--- config.mk ---
export PLATFORM = sky130hd
export DESIGN_NAME = cgra_chain
export DESIGN_NICKNAME = d
export VERILOG_FILES = /design/src/rtl/cgra_pkg.sv /design/src/rtl/cgra_tile.sv /design/src/rtl/cgra_chain.sv
export SDC_FILE = /design/constraint.sdc
export NUM_CORES = 1
export LEC_CHECK = 0
export CAP_MARGIN = 30
export CORE_MARGIN = 4
export CORE_UTILIZATION = 34
export DETAILED_ROUTE_END_ITERATION = 12
export PLACE_DENSITY = 0.55
export REMOVE_ABC_BUFFERS = 1
export SLEW_MARGIN = 20
export SYNTH_ARGS = -nofsm -noshare
export SYNTH_HDL_FRONTEND = slang
export SYNTH_HIERARCHICAL = 1
export SYNTH_SLANG_ARGS = --single-unit
--- constraint.sdc ---
create_clock -name clk -period 3.6 [get_ports clk]
set_input_delay 0.72 -clock clk [delete_from_list [all_inputs] [get_ports clk]]
set_output_delay 0.72 -clock clk [all_outputs]
set_load 0.02 [all_outputs]
--- src/rtl/cgra_pkg.sv ---
// Shared opcode definitions for the CGRA tile chain.
package cgra_pkg;

    localparam int OP_W = 3;

    typedef enum logic [OP_W-1:0] {
        OP_PASS = 3'd0,
        OP_ADD  = 3'd1,
        OP_XOR  = 3'd2,
        OP_ACC  = 3'd3,
        OP_DROP = 3'd4
    } op_e;

    // Unassigned codes fall back to PASS so a bad write cannot wedge a tile.
    function automatic op_e decode_op(input logic [OP_W-1:0] raw);
        case (raw)
            3'd1:    return OP_ADD;
            3'd2:    return OP_XOR;
            3'd3:    return OP_ACC;
            3'd4:    return OP_DROP;
            default: return OP_PASS;
        endcase
    endfunction

endpackage

--- src/rtl/cgra_tile.sv ---
// One chain stage: input FIFO, combinational ALU on its head, cfg and acc registers.
// Define CGRA_SAT_EN to make ADD/ACC saturate instead of wrapping.
module cgra_tile
    import cgra_pkg::*;
#(
    parameter int DATA_WIDTH = 8,
    parameter int FIFO_DEPTH = 4
) (
    input  logic                  clk,
    input  logic                  reset,
    input  logic [DATA_WIDTH-1:0] i_data,
    input  logic                  i_valid,
    output logic                  o_ready,
    output logic [DATA_WIDTH-1:0] o_data,
    output logic                  o_valid,
    input  logic                  i_ready,
    input  logic                  i_cfg_we,
    input  logic [OP_W-1:0]       i_cfg_op,
    input  logic [DATA_WIDTH-1:0] i_cfg_imm
);

    localparam int PW = $clog2(FIFO_DEPTH);
    localparam int CW = PW + 1;

    logic [DATA_WIDTH-1:0] r_mem [FIFO_DEPTH];
    logic [PW-1:0]         r_rd_ptr;
    logic [PW-1:0]         r_wr_ptr;
    logic [CW-1:0]         r_count;
    op_e                   r_op;
    logic [DATA_WIDTH-1:0] r_imm;
    logic [DATA_WIDTH-1:0] r_acc;

    logic                  w_full;
    logic                  w_empty;
    logic                  w_push;
    logic                  w_pop;
    logic [DATA_WIDTH-1:0] w_head;
    logic [DATA_WIDTH-1:0] w_alu;

    function automatic logic [DATA_WIDTH-1:0] add_op(input logic [DATA_WIDTH-1:0] a,
                                                     input logic [DATA_WIDTH-1:0] b);
        logic [DATA_WIDTH:0] s;
        s = {1'b0, a} + {1'b0, b};
`ifdef CGRA_SAT_EN
        return s[DATA_WIDTH] ? {DATA_WIDTH{1'b1}} : s[DATA_WIDTH-1:0];
`else
        return s[DATA_WIDTH-1:0];
`endif
    endfunction

    assign w_full  = (r_count == CW'(FIFO_DEPTH));
    assign w_empty = (r_count == '0);
    // Push only ever sees the registered full flag: no pop bypass into a full FIFO.
    assign w_push  = i_valid && !w_full;
    assign w_pop   = !w_empty && ((r_op == OP_DROP) || i_ready);
    assign w_head  = r_mem[r_rd_ptr];

    always_comb begin
        w_alu = w_head;
        case (r_op)
            OP_ADD:  w_alu = add_op(w_head, r_imm);
            OP_XOR:  w_alu = w_head ^ r_imm;
            OP_ACC:  w_alu = add_op(r_acc, w_head);
            default: w_alu = w_head;
        endcase
    end

    assign o_ready = !w_full;
    assign o_valid = !w_empty && (r_op != OP_DROP);
    assign o_data  = w_empty ? '0 : w_alu;

    always_ff @(posedge clk) begin
        if (w_push) r_mem[r_wr_ptr] <= i_data;
    end

    always_ff @(posedge clk) begin
        if (reset) begin
            r_rd_ptr <= '0;
            r_wr_ptr <= '0;
            r_count  <= '0;
        end else begin
            if (w_push) r_wr_ptr <= r_wr_ptr + PW'(1);
            if (w_pop)  r_rd_ptr <= r_rd_ptr + PW'(1);
            case ({w_push, w_pop})
                2'b10:   r_count <= r_count + CW'(1);
                2'b01:   r_count <= r_count - CW'(1);
                default: r_count <= r_count;
            endcase
        end
    end

    // A cfg write wins over an ACC update in the same cycle; the popped word
    // still saw the old op/imm/acc through the combinational ALU.
    always_ff @(posedge clk) begin
        if (reset) begin
            r_op  <= OP_PASS;
            r_imm <= '0;
            r_acc <= '0;
        end else if (i_cfg_we) begin
            r_op  <= decode_op(i_cfg_op);
            r_imm <= i_cfg_imm;
            r_acc <= '0;
        end else if (w_pop && (r_op == OP_ACC)) begin
            r_acc <= w_alu;
        end
    end

endmodule

--- src/rtl/cgra_chain.sv ---
// Linear chain of NUM_TILES cgra_tile stages with valid/ready ingress and egress.
// Saturating arithmetic is selected per build with CGRA_SAT_EN (see cgra_tile).
module cgra_chain
    import cgra_pkg::*;
#(
    parameter int NUM_TILES  = 4,
    parameter int DATA_WIDTH = 8,
    parameter int FIFO_DEPTH = 4,
    localparam int AW        = $clog2(NUM_TILES)
) (
    input  logic                  clk,
    input  logic                  reset,
    input  logic [DATA_WIDTH-1:0] in_data,
    input  logic                  in_valid,
    output logic                  in_ready,
    output logic [DATA_WIDTH-1:0] out_data,
    output logic                  out_valid,
    input  logic                  out_ready,
    input  logic                  cfg_we,
    input  logic [AW-1:0]         cfg_addr,
    input  logic [OP_W-1:0]       cfg_op,
    input  logic [DATA_WIDTH-1:0] cfg_imm
);

    // Link i feeds tile i; link NUM_TILES is the egress port.
    logic [NUM_TILES:0][DATA_WIDTH-1:0] w_data;
    logic [NUM_TILES:0]                 w_valid;
    logic [NUM_TILES:0]                 w_ready;

    assign w_data[0]          = in_data;
    assign w_valid[0]         = in_valid;
    assign in_ready           = w_ready[0];
    assign out_data           = w_data[NUM_TILES];
    assign out_valid          = w_valid[NUM_TILES];
    assign w_ready[NUM_TILES] = out_ready;

    for (genvar i = 0; i < NUM_TILES; i++) begin : g_tile
        logic w_cfg_we;
        // Addresses beyond NUM_TILES-1 match no tile and are dropped.
        assign w_cfg_we = cfg_we && (cfg_addr == AW'(i));

        cgra_tile #(
            .DATA_WIDTH (DATA_WIDTH),
            .FIFO_DEPTH (FIFO_DEPTH)
        ) u_tile (
            .clk       (clk),
            .reset     (reset),
            .i_data    (w_data[i]),
            .i_valid   (w_valid[i]),
            .o_ready   (w_ready[i]),
            .o_data    (w_data[i+1]),
            .o_valid   (w_valid[i+1]),
            .i_ready   (w_ready[i+1]),
            .i_cfg_we  (w_cfg_we),
            .i_cfg_op  (cfg_op),
            .i_cfg_imm (cfg_imm)
        );
    end

endmodule

## Yosys cells after proc, flatten, opt, wreduce, memory -nomap -nowiden

Memories as Yosys holds them, arrays and structs flattened. A register that Yosys moved wholly into a read port is not among the register bits.
Cells that the tools add are included.
Widths: inputs -> output; s select.

| word-level totals | value |
|---|---|
| word-level logic and storage cells | 169 |
| bits of input ports | 26 |
| memory bits (writable) | 128 |
| output and inout bits | 10 |
| register bits | 104 |
| memories | 4 |

Memory list:

| name | words | bits a word | read ports | clocked after Yosys merged registers in | wr ports | line | text |
|---|---|---|---|---|---|---|---|
| g_tile[0].u_tile.r_mem | 4 | 8 | 1 | 1 | 1 | cgra_tile.sv:25 | `logic [DATA_WIDTH-1:0] r_mem [FIFO_DEPTH];` |
| g_tile[1].u_tile.r_mem | 4 | 8 | 1 | 1 | 1 | cgra_tile.sv:25 |  |
| g_tile[2].u_tile.r_mem | 4 | 8 | 1 | 1 | 1 | cgra_tile.sv:25 |  |
| g_tile[3].u_tile.r_mem | 4 | 8 | 1 | 1 | 1 | cgra_tile.sv:25 |  |

| operators by class | value |
|---|---|
| mux-type cells | 29 |
| reductions and logical operators | 45 |
| bitwise operators | 4 |
| eq/ne operators | 39 |
| add/subtract/negate cells | 24 |

Operators with widths:

| operator | count |
|---|---|
| $pmux 8 s3 | 4 |
| $add 8x8->8 | 8 |
| $mux 8 | 4 |
| $xor 8x8->8 | 4 |
| $eq 3x2->1 const B | 10 |
| $eq 3x3->1 const B | 9 |
| $pmux 3 s2 | 4 |
| $logic_and 1x1->1 | 20 |
| $add 2x1->2 const B | 8 |
| $mux 2 | 8 |
| $eq 3x1->1 const B | 5 |
| $add 3x1->3 const B | 4 |
| $eq 2x2->1 const B | 6 |
| $logic_not 3->1 | 4 |
| $ne 3x3->1 const B | 4 |
| $pmux 3 s4 | 1 |
| $sub 3x1->3 const B | 4 |
| $eq 2x1->1 const B | 5 |
| $logic_not 1->1 | 8 |
| $mux 1 | 8 |
| $reduce_bool 2->1 | 4 |
| $reduce_or 2->1 | 4 |
| $logic_or 1x1->1 | 4 |
| $logic_not 2->1 | 1 |

## Depth between registers and ports, before layout

Gate-level depths: netlist of the first run.

| depth | value |
|---|---|
| depth after elaboration | 6 |
| mapped depth | 11 |
| mapped depth without buffers | 10 |

## Modules after synthesis

The synthesis of the first run kept the hierarchy.

Modules (own cells, without submodules):

| module | times used | cells each | area an instance (µm²) | sequential area each (µm²) |
|---|---|---|---|---|
| cgra_tile (g_tile[3].u_tile) | 1 | 272 | 3075.4 | 1521.5 |
| cgra_tile (g_tile[1].u_tile) | 1 | 268 | 3059.2 | 1521.5 |
| cgra_tile (g_tile[2].u_tile) | 1 | 265 | 3035.4 | 1521.5 |
| cgra_tile (g_tile[0].u_tile) | 1 | 269 | 3020.4 | 1521.5 |
| cgra_chain | 1 | 4 | 37.5 | 0.0 |

## Worst setup path before layout of the first run

Ideal clock, no wire load.

| path | value |
|---|---|
| kind | register -> output |
| start | register with a tool-made name |
| end | output out_data[6] |
| buffers on the path | 1 |
| stages on the path, launching flop included | 10 |
| slack | 0.005 ns |
| required time | 2.880 ns |
| arrival | 2.875 ns |
| cells stage by stage | dfxtp_1 > buf_6 > mux4_1 > ha_1 > fa_1 > a211oi_1 > o21bai_1 > a21oi_1 > nand3_1 > a31oi_1 |

RTL lines:

| what | line | text |
|---|---|---|
| end, declared | cgra_chain.sv:16 | `output logic [DATA_WIDTH-1:0] out_data,` |

==> flow_summary.ini, run 1 <==
[sta]
setup_viol = 5
rsz0062_at_grt = yes
fin_crit_ns = 3.789
maxSlewHeadroom_pct = 49.31
post-route-period-util_pct = 105.2
hold_violations = 0
max_freq_mhz = 263.9
fin_hold_ws_ns = 0.4785
setup_slack_ns = -0.1889
finalMaxSlewViolations = 0
worst_pin_slew_ns = 0.7604
clock_skew_ns = 0.01299

[synth]
synth_area_leaders = edfxtp_1 (31%), dfxtp_1 (18%), mux4_1 (4.9%)
synth_edf_count = 128
synth-main-ff-cell = edfxtp_1
netlist.area_leader.share_pct = 31.43
ys.warnings.count = 6
syn_inst = 1078
yosysTopAreaCell = edfxtp_1
syn-cell-area_um2 = 12230
yosysUniqueCellTypes = 61
seq_area_frac_synth_pct = 49.77
synth-seq-cells = 240
synth.avg_cell_area_um2 = 11.34
synthArstFlopShare_pct = 0

[clock_tree]
cts_htree_levels = 1
cts_buffer_depth = 3
cts_tree = built
cts-root-buf = clkbuf_16
clock_latency_ns = 0.54
path_clk_slew_ns = 0.06
hold_buffers = 0
numClockSinks = 240
cts_made_buffers = 26

[floorplanning]
start_util_pct = 34.46
row_count = 69
die_x_um = 197.6
die_h_um = 197.6
core_um2 = 35480
design.die.area_um2 = 39060
io_pins = 36

[critical_path]
path_max_fanout = 6
r2r-end = g_tile[1].u_tile/r_mem[1][6]
critPathTopFamily = multiplexers
crit_path_cell_trace = buf_6 -> mux4_2 -> ha_4 -> o21ai_2 -> o21bai_1 -> a21oi_2 -> buf_4 -> or3b_4 -> a31oi_1 -> buf_4
path_buf_inv = 3
cpPeakStageDelay_ns = 0.56
cp.required_ns = 2.88
slowest_stage = mux4_2
worstPathArrival_ns = 3.07
setup.worst_path.start_class = flip-flop
criticalPathCategory = flip-flop to primary output
worst_r2r_path_depth = 8
ff2ff_setup_slack_ns = 0.34
crit_top_cell = buf_4
end_kind = primary output

[power]
peakVddDrop_uv = 468.5
p_int_mw = 7.087
seqPwrFrac_pct = 35.1
power_leakage_nw = 5.475
p_per_area_nw_per_um2 = 769.1
power_mw = 11.05
clkPwrFrac_pct = 24.4
pwr-share-comb_pct = 40.5
p_switching_mw = 3.966
switching_share_pct = 35.88

[cells_and_area]
drive_above_1_share_pct = 16.68
antennaDiodeCount = 0
layout_common_cells = edfxtp_1 (128), nor2_1 (112), dfxtp_1 (111)
nFillCells = 3378
fin_area_um2 = 14370
fin_nets = 1249
syn2layout_area_growth_pct = 17.52
layout_commonest_cell = edfxtp_1

[placed_design]
placed_cell_area_um2 = 13310
place_hpwl_um = 21070
routabilityCongestion = 0.8422
numPortBuffers = 35

[outcome]
status = finished with violations
failed_checks = setup timing

[route]
wl_um = 29190
ant_nets = 0
drc = 0
initialDrtViolationCount = 570
vias_per_cell = 5.191
vias = 8554
firstDrtPassIters = 5
wl_per_cell_um = 17.71

[hold_path]
whs_endpoint = g_tile[1].u_tile/r_acc[6]
worstHoldPathType = flip-flop to flip-flop
min_from = g_tile[1].u_tile/r_acc[6]
hold_depth = 2

[grt]
antenna_found_initial = 0
grt_max_degree = 37
first_global_vias = 8448
grtUsageTotal_pct = 14.89
grt_pass1_wl_um = 46650
overflow = 0

[job]
drv_cap = 0
state kept, by name (all words and copies together) (netlist names), named ones only:
register and cells:
g_tile.u_tile/r_rd_ptr 8, g_tile.u_tile/r_mem 128, g_tile.u_tile/r_wr_ptr 8, g_tile.u_tile/r_op 12, g_tile.u_tile/r_imm 32, g_tile.u_tile/r_acc 32, g_tile.u_tile/r_count 12
how the worst max path moves through the flow:
stage | startpoint | endpoint | slack (ns) | cells after the start
floorplan | g_tile[3].u_tile/r_op[2] | out_data[6] | -0.19 | 9
global placement | flip-flop | out_data[6] | -0.37 | 9
detailed placement | flip-flop | out_data[6] | -0.42 | 9
CTS | flip-flop | out_data[7] | -0.18 | 10
global route | flip-flop | out_data[6] | -0.30 | 10
finish | flip-flop | out_data[6] | -0.19 | 10
cell usage after synthesis (10+ instances only):
| library cell | count |
|---|---|
| a211oi_1 | 13 |
| a21oi_1 | 109 |
| and2_1 | 13 |
| and3_1 | 16 |
| buf_6 | 13 |
| clkbuf_1 | 13 |
| dfxtp_1 | 112 |
| edfxtp_1 | 128 |
| ha_1 | 48 |
| inv_1 | 32 |
| mux2_2 | 28 |
| mux2i_1 | 47 |
| mux4_1 | 23 |
| nand2_1 | 70 |
| nand3_1 | 14 |
| nor2_1 | 112 |
| nor2b_1 | 20 |
| nor3_1 | 10 |
| o21ai_0 | 49 |
| or3_1 | 19 |
| xnor2_1 | 18 |
| xor2_1 | 18 |
power groups by stage:
stage	Sequential [mW]	Clock [mW]	Combinational, mW
after global routing	3.94	2.90	5.00
final	3.88	2.70	4.48
after global placement	3.92	0	4.25
after detailed placement	3.94	0	4.33
after CTS	3.88	2.78	4.49
after floorplan	3.90	0	2.90
cell families (layout without fill, tap and decap cells):
kind of cell | count (synthesis) | in the layout | share of synthesized area, %
AOI/OAI and AO/OA | 230 | 230 | 10.99
xor gates and xnor gates | 36 | 36 | 2.579
adders and majority gates | 56 | 56 | 6.221
buffers and inverters | 76 | 185 | 3.428
DFF | 240 | 240 | 49.77
muxes | 107 | 107 | 13.03
and+or+nand+nor | 333 | 333 | 13.99
routing by layer:
layer,wire length (um),global-route usage (%),vias to the layer above
li1,-,-,4176
met2,13630,24.51,163
met1,13560,20.23,4164
met3,1092,2.303,51
met5,0,0,-
met4,911,4.871,0
worst reg2reg max path, delay by kind of cell (launching register included):
family,cells,cell delay [ns]
flip-flops,1,0.48
AO/OA/AOI/OAI,4,1.04
AND/OR/NAND/NOR,1,0.12
multiplexers,1,0.69
adder cells (fa/ha/maj),2,0.72
through the flow:
step	utilization [%]	TNS (ns)	setup slack, ns	instances
floorplan	-	-0.1920	-0.1920	1034
global placement	37.51	-1.132	-0.3748	1591
detailed placement	37.51	-1.397	-0.4161	1591
CTS	40.45	-0.6240	-0.1807	1647
global route	40.50	-1.334	-0.3005	1648
finish	40.50	-0.6430	-0.1889	1648
repair_timing:
item | in CTS | in global routing
setup buffers | 8 | 1
gates cloned | 0 | 0
pin swaps | 16 | 3
endpoints found under the setup margin | 8 | 8
gates resized for setup | 62 | 5
layout make-up:
class / count / area (um2) / share of cell area, %
clock buffer: 29 / 703.2 / 4.893
tap: 461 / 576.8 / 4.014
sequential: 240 / 6087 / 42.36
timing repair buffer: 105 / 872.1 / 6.069
multi-input combinational: 762 / 5837 / 40.62
clock inverter: 19 / 173.9 / 1.210
inverter: 32 / 120.1 / 0.8359
(Power assumes the default switching activity.)
==> inputs of run 2 (changes only) <==
Settings changed: CELL_PAD_IN_SITES_DETAIL_PLACEMENT set to 1, CELL_PAD_IN_SITES_GLOBAL_PLACEMENT set to 2, CORE_MARGIN 4 to not set, PLACE_DENSITY 0.55 to 0.72.
==> flow_summary.ini, run 2 (synthesis results as in run 1) <==
[cells_and_area]
top_register = g_tile.u_tile/r_mem
antennaDiodeCount = 0
syn2layout_area_growth_pct = 19.31
reg.largest.list = g_tile.u_tile/r_mem x128, g_tile.u_tile/r_acc x32, g_tile.u_tile/r_imm x32
largest_reg_flops = 128
layout_commonest_cell = edfxtp_1
drive_above_1_share_pct = 18.07
layout_common_cells = edfxtp_1 (128), nor2_1 (111), dfxtp_1 (111)
fin_nets = 1261

[outcome]
failed_checks = setup timing
status = finished with violations

[critical_path]
path_buf_inv = 2
cpPeakStageDelay_ns = 0.55
cp.required_ns = 2.88
path_max_fanout = 2
slowest_stage = mux4_2
worst_r2r_path_depth = 9
r2r-end = g_tile[1].u_tile/r_mem[1][6]
worstPathArrival_ns = 3.03
crit_path_cell_trace = mux4_2 -> ha_4 -> fa_2 -> a211oi_4 -> o21bai_1 -> a21oi_1 -> buf_4 -> or3b_4 -> a31oi_4 -> buf_6
critPathTopFamily = adder cells
end_kind = primary output
ff2ff_setup_slack_ns = 0.36
setup.worst_path.start_class = flip-flop
criticalPathCategory = flip-flop to primary output

[route]
ant_nets = 0
wl_um = 31820
vias_per_cell = 5.170
drc = 0
vias = 8593
firstDrtPassIters = 4
initialDrtViolationCount = 362
wl_per_cell_um = 19.14

[power]
power_leakage_nw = 5.574
p_per_area_nw_per_um2 = 791.4
peakVddDrop_uv = 414.6

[placed_design]
numPortBuffers = 35
place_hpwl_um = 22830
routabilityCongestion = 0.7882
post-place-ws_ns = -0.4394

[grt]
top_usage_layer = met2
overflow = 0
first_global_vias = 8849
antenna_found_initial = 0
met3_usage_pct = 2.174
grtUsageTotal_pct = 17.65
grt_max_degree = 52
grt_pass1_wl_um = 49910
grtUsageMet2_pct = 30.62
met1_usage_pct = 23.49

[sta]
maxSlewHeadroom_pct = 51.48
fin_crit_ns = 3.749
worst_pin_slew_ns = 0.7263
hold_violations = 0
setup_viol = 5
setup_slack_ns = -0.1492
post-route-period-util_pct = 104.1
finalMaxSlewViolations = 0
fin_hold_ws_ns = 0.4760
max_freq_mhz = 266.7
rsz0062_at_grt = yes
clock_skew_ns = 0.01257

[clock_tree]
cts_buffer_depth = 3
cts-root-buf = clkbuf_16
path_clk_slew_ns = 0.06
cts_made_buffers = 28
cts_tree = built
hold_buffers = 0
numClockSinks = 240
clock_latency_ns = 0.54
cts_htree_levels = 1

[floorplanning]
row_count = 69
die_h_um = 191.6
io_pins = 36
die_x_um = 191.6
core_um2 = 35480
start_util_pct = 34.46
design.die.area_um2 = 36730

[hold_path]
min_from = g_tile[1].u_tile/r_acc[6]
hold_depth = 2
worstHoldPathType = flip-flop to flip-flop
whs_endpoint = g_tile[1].u_tile/r_acc[6]

[job]
drv_cap = 0
[run 2: area by class of cell]
type	count	area [um2]
Timing Repair Buffer	115	960.9
Tap cell	461	576.8
Fill cell	3808	20890
Clock buffer	31	733.2
Multi-Input combinational cell	762	5867
Clock inverter	21	241.5
Sequential cell	240	6090
Inverter	32	120.1
[run 2: repair_timing]
action,CTS,global route
gates cloned,0,0
setup endpoints to repair,8,8
setup buffers,7,4
gates resized for setup,66,14
pin swaps,20,16
[run 2: how the worst max path moves through the flow]
| stage | start | cells past startpoint | to |
|---|---|---|---|
| final | flip-flop | 10 | out_data[6] |
| after global routing | flip-flop | 10 | out_data[6] |
| after CTS | flip-flop | 10 | out_data[4] |
| after detailed placement | flip-flop | 9 | out_data[6] |
| after global placement | flip-flop | 9 | out_data[6] |
| after floorplan | g_tile[3].u_tile/r_op[2] | 9 | out_data[6] |
[run 2: stage by stage]
step           utilization (%)  power, mW  instances  area [um2]  TNS, ns
2_1_floorplan                -      6.797       1034       11930  -0.1920
3_3_place_gp             37.71      8.298       1600       13380   -1.298
3_5_place_dp             37.71      8.414       1600       13380   -1.524
4_1_cts                  40.95      11.65       1659       14530  -0.8943
5_1_grt                  41.12      12.28       1662       14590   -1.132
6_report                 41.12      11.55       1662       14590  -0.5592
[run 2: layer usage]
layer	share of wire, %	up-vias
met5	0	-
met3	2.9	31
met2	49	88
met4	1.6	0
met1	46	4291
li1	-	4183
[run 2: power breakdown]
group / internal (mW) / leakage (nW) / total (mW) / switching, mW
combinational: 1.99 / 2.99 / 4.69 / 2.70
clock: 1.83 / 0.480 / 2.98 / 1.16
sequential: 3.64 / 2.10 / 3.88 / 0.239
[run 2: worst reg2reg max path, cell delays in order (launching register included)]
cell and delay, ns:
dfxtp_1 0.34, buf_4 0.17, mux4_1 0.63, ha_1 0.29
fa_1 0.44, a211oi_1 0.24, o21bai_1 0.13, a21oi_1 0.29
nand3_1 0.12, a31oi_1 0.37
==> inputs of run 3 (changes only) <==
Settings changed: ABC_CLOCK_PERIOD_IN_PS set to 3600.
==> results of run 3 <==
The final DEF is identical to that of run 2; final timing and power are the same.
==> RTL change 1: new RTL, flow settings as in run 2 <==
`DATA_WIDTH` is set to 8 in 2 places; all go to 10.
--- a/src/rtl/cgra_tile.sv
+++ b/src/rtl/cgra_tile.sv
@@ -5,3 +5,3 @@
 #(
-    parameter int DATA_WIDTH = 8,
+    parameter int DATA_WIDTH = 10,
     parameter int FIFO_DEPTH = 4
--- a/src/rtl/cgra_chain.sv
+++ b/src/rtl/cgra_chain.sv
@@ -6,3 +6,3 @@
     parameter int NUM_TILES  = 4,
-    parameter int DATA_WIDTH = 8,
+    parameter int DATA_WIDTH = 10,
     parameter int FIFO_DEPTH = 4,
Ports: changed (resized cfg_imm, in_data and out_data); port bits go from 36 to 42. No check against the original RTL was run, so the function may have changed too.
==> RTL change 1 against run 2 <==
The run still ends with negative setup slack left; sequential power up 20%; synthesized area is 20% higher; first-iteration DRC count is 41% higher; die area rose by 20%; wire length up 27%; register-to-register slack lost 0.34 ns; final area up 22%; power increased by 28%; count of clock-buffer cells in the layout increased by 14; sequential cell count is 48 higher; worst setup slack worse by 0.034 ns; largest cell class unchanged.
==> RTL change 1: results (changes against run 2) <==
clkbuf_count: 45  # +45%
n_sequential_cell: 288  # +20%
gr-usage-all-layers: 0.1871  # +0.01061
clk_share: 0.07243  # +0.005623
buffer_area_frac: 0.06470  # -0.001162
synth-edff-count: 160  # +25%
portBuffers: 41  # +17%
synth_fa_ha_area_frac: 0.05856  # -0.003649
setup_violations: 5  # unchanged
p_comb_frac: 0.416  # +0.010
grt_pass1_wl_um: 63640  # +27%
synth_commonest_cells: "edfxtp_1 (160), nor2_1 (158), dfxtp_1 (128), a21oi_1 (97), nand2_1 (81)"
outcome: "complete, but fails checks"
grt_pass1_vias: 11250  # +27%
wl_met3_um: 1096  # +20%
num-multi-input-gates: 914  # +20%
globalRouteMet1Util: 0.2358  # +0.0009514
synth.mux.area_fraction: 0.1353  # +0.005000
h-tree-depth: 2  # +1
grt_max_degree: 48  # -7.7%
ir_worst_vdd_uv: 469.7  # +13%
gp_congestion: 0.8066  # +2.3%
routed_wl_um: 40490  # +27%
nNetsFinal: 1515  # +20%
multiInputGateArea_um2: 7098  # +21%
critPathMaxFanout: 5  # +3
pg_comb_mw: 6.12  # +30%
layout_setup_ws_ns: -0.1829  # -0.03372 ns
synth_xor_area_frac: 0.02383  # -0.001951
cts_buffers: 35  # +25%
dp_hpwl_um: 28400  # +24%
wl_met1_um: 18240  # +23%
violations: "negative setup slack"
[RTL change 1: path summary, 6_finish.rpt]
| path | start | to | slack, ns | cells after the start |
|---|---|---|---|---|
| setup reg to reg | flop | g_tile[3].u_tile/r_acc[8]$_SDFFE_PP0P_ | 0.02 | 20 |
| hold reg to reg | g_tile[2].u_tile/r_acc[9]$_SDFFE_PP0P_ | g_tile[2].u_tile/r_acc[9]$_SDFFE_PP0P_ | 0.47 | 2 |
| setup / recovery | g_tile[3].u_tile/r_op[0]$_SDFFE_PP0P_ | out_data[6] | -0.18 | 13 |
| hold / removal | g_tile[2].u_tile/r_acc[9]$_SDFFE_PP0P_ | g_tile[2].u_tile/r_acc[9]$_SDFFE_PP0P_ | 0.47 | 2 |
[RTL change 1: critical path: stages, from the launching register on]
cell and delay (ns):
dfxtp_2 0.33, nor2b_4 0.15, nand2_2 0.08, buf_6 0.14, mux2_4 0.20, inv_2 0.04
fa_2 0.39, nand2b_4 0.17, a21oi_4 0.20, o21ai_2 0.07, nand2b_1 0.11, xnor2_2 0.09
a2111oi_2 0.32, buf_2 0.23
[RTL change 1: per-stage QoR]
step                std cells    util  cell area, um^2  setup WS, ns  setup TNS [ns]
global placement         1938  0.3794            16060       -0.3484          -1.104
global route             2024  0.4208            17810       -0.3116          -1.618
floorplan                1249       -            14380       -0.6400          -1.850
detailed placement       1938  0.3794            16060       -0.4566          -1.449
CTS                      2021  0.4185            17710       -0.1863         -0.6539
finish                   2024  0.4208            17810       -0.1829         -0.6515
[RTL change 1: repair_timing]
item / in CTS / in global routing
pin swaps: 26 / 14
endpoints found under the setup margin: 9 / 18
resized for setup: 99 / 22
setup buffers: 20 / 4
==> RTL change 2: new RTL, settings of run 2 <==
Without the edit above. Reset style: asynchronous (`reset`), changed in 2 clocked blocks.
--- a/src/rtl/cgra_tile.sv
+++ b/src/rtl/cgra_tile.sv
@@ -75,3 +75,3 @@
 
-    always_ff @(posedge clk) begin
+    always_ff @(posedge clk or posedge reset) begin
         if (reset) begin
@@ -93,3 +93,3 @@
     // still saw the old op/imm/acc through the combinational ALU.
-    always_ff @(posedge clk) begin
+    always_ff @(posedge clk or posedge reset) begin
         if (reset) begin
Formal check against the unedited RTL: not equivalent (a bounded check fails within 10 cycles, from zero or initial values and one cycle with reset high; the reset may be asserted at any time).
==> RTL change 2 against run 2 <==
The run still ends with negative setup slack left; first-iteration DRC count grew 0.55%; wire length grew 0.80%; worst setup slack lost 0.13 ns; hold slack improved by 0.021 ns; via count is 0.95% lower; synthesized area up 1.3%; critical path type unchanged; power grew 33%; synthesized cell count down 4.9%; sequential power grew 23%; non-clock buffer count shrank 9; count of clock-buffer cells in the layout increased by 6; highest routed layer unchanged; final area up 1.3%; sequential cell count shrank 8; die area up 1.2%.
==> RTL change 2: results (changes against run 2) <==
drive_gt1_frac: 0.2227  # +0.04202
outcome: "complete, but fails checks"
seq_power_share: 0.312  # -0.024
synth_fa_ha_area_frac: 0.06144  # -0.0007733
via_per_inst: 5.300  # +2.5%
syn_avg_cell_area_um2: 12.08  # +6.5%
hp-start: "g_tile[1].u_tile/r_count[2]$_DFFE_PP0P_"
async_flop_share: 0.4483  # +0.4483
endpoint: "out_data[4]"
r2r_slack_ns: 0.31  # -0.05 ns
violations: "negative setup slack"
fillers: 3848  # +1.1%
postCtsSetupRepairBufs: 4  # -3
ir_worst_vdd_uv: 417.0  # +0.57%
reg2regPathDepth: 8  # -1
synth_xor_area_frac: 0.02678  # +0.0009932
post_synth_main_area_contributors: "edfxtp_1 (31%), dfrtp_1 (21%), mux2_2 (5.7%), mux4_2 (5.1%), ha_1 (4.9%)"
synth-compound-area-share: 0.1042  # -0.005711
setup_violations: 6  # +1
skew_ns: 0.01720  # +0.004626 ns
dp_hpwl_um: 23350  # +2.3%
cts_resized: 57  # -14%
hold_end: "g_tile[1].u_tile/r_count[2]$_DFFE_PP0P_"
layout_setup_ws_ns: -0.2765  # -0.1273 ns
gp_congestion: 0.8368  # +6.2%
RTL change 2: layout make-up:
class	count	area, um^2	area share
timing repair buffer	106	887.1	0.06001
tap	461	576.8	0.03902
sequential	232	6446	0.4361
inverter	48	180.2	0.01219
clock buffer	37	775.7	0.05248
clock inverter	15	160.2	0.01083
multi-input combinational	707	5756	0.3894
RTL change 2: metal layers:
metal  up-vias  global-route usage  wire length [um]
met3        52             0.02655               902
li1       4040                   -                 -
met1      4309              0.2313             14430
met4         0             0.05633               889
met5         -                   0                 0
met2       110              0.3089             15840
RTL change 2: per-stage QoR:
step           instance area [um^2]  total power, mW  hold slack, ns    util
2_1_floorplan                 12190            9.612          0.4517       -
3_3_place_gp                  13590            11.82          0.4808  0.3802
3_5_place_dp                  13590            12.00          0.4798  0.3802
4_1_cts                       14640            15.20          0.5021  0.4095
5_1_grt                       14780            16.47          0.5229  0.4136
6_report                      14780            15.33          0.4970  0.4136
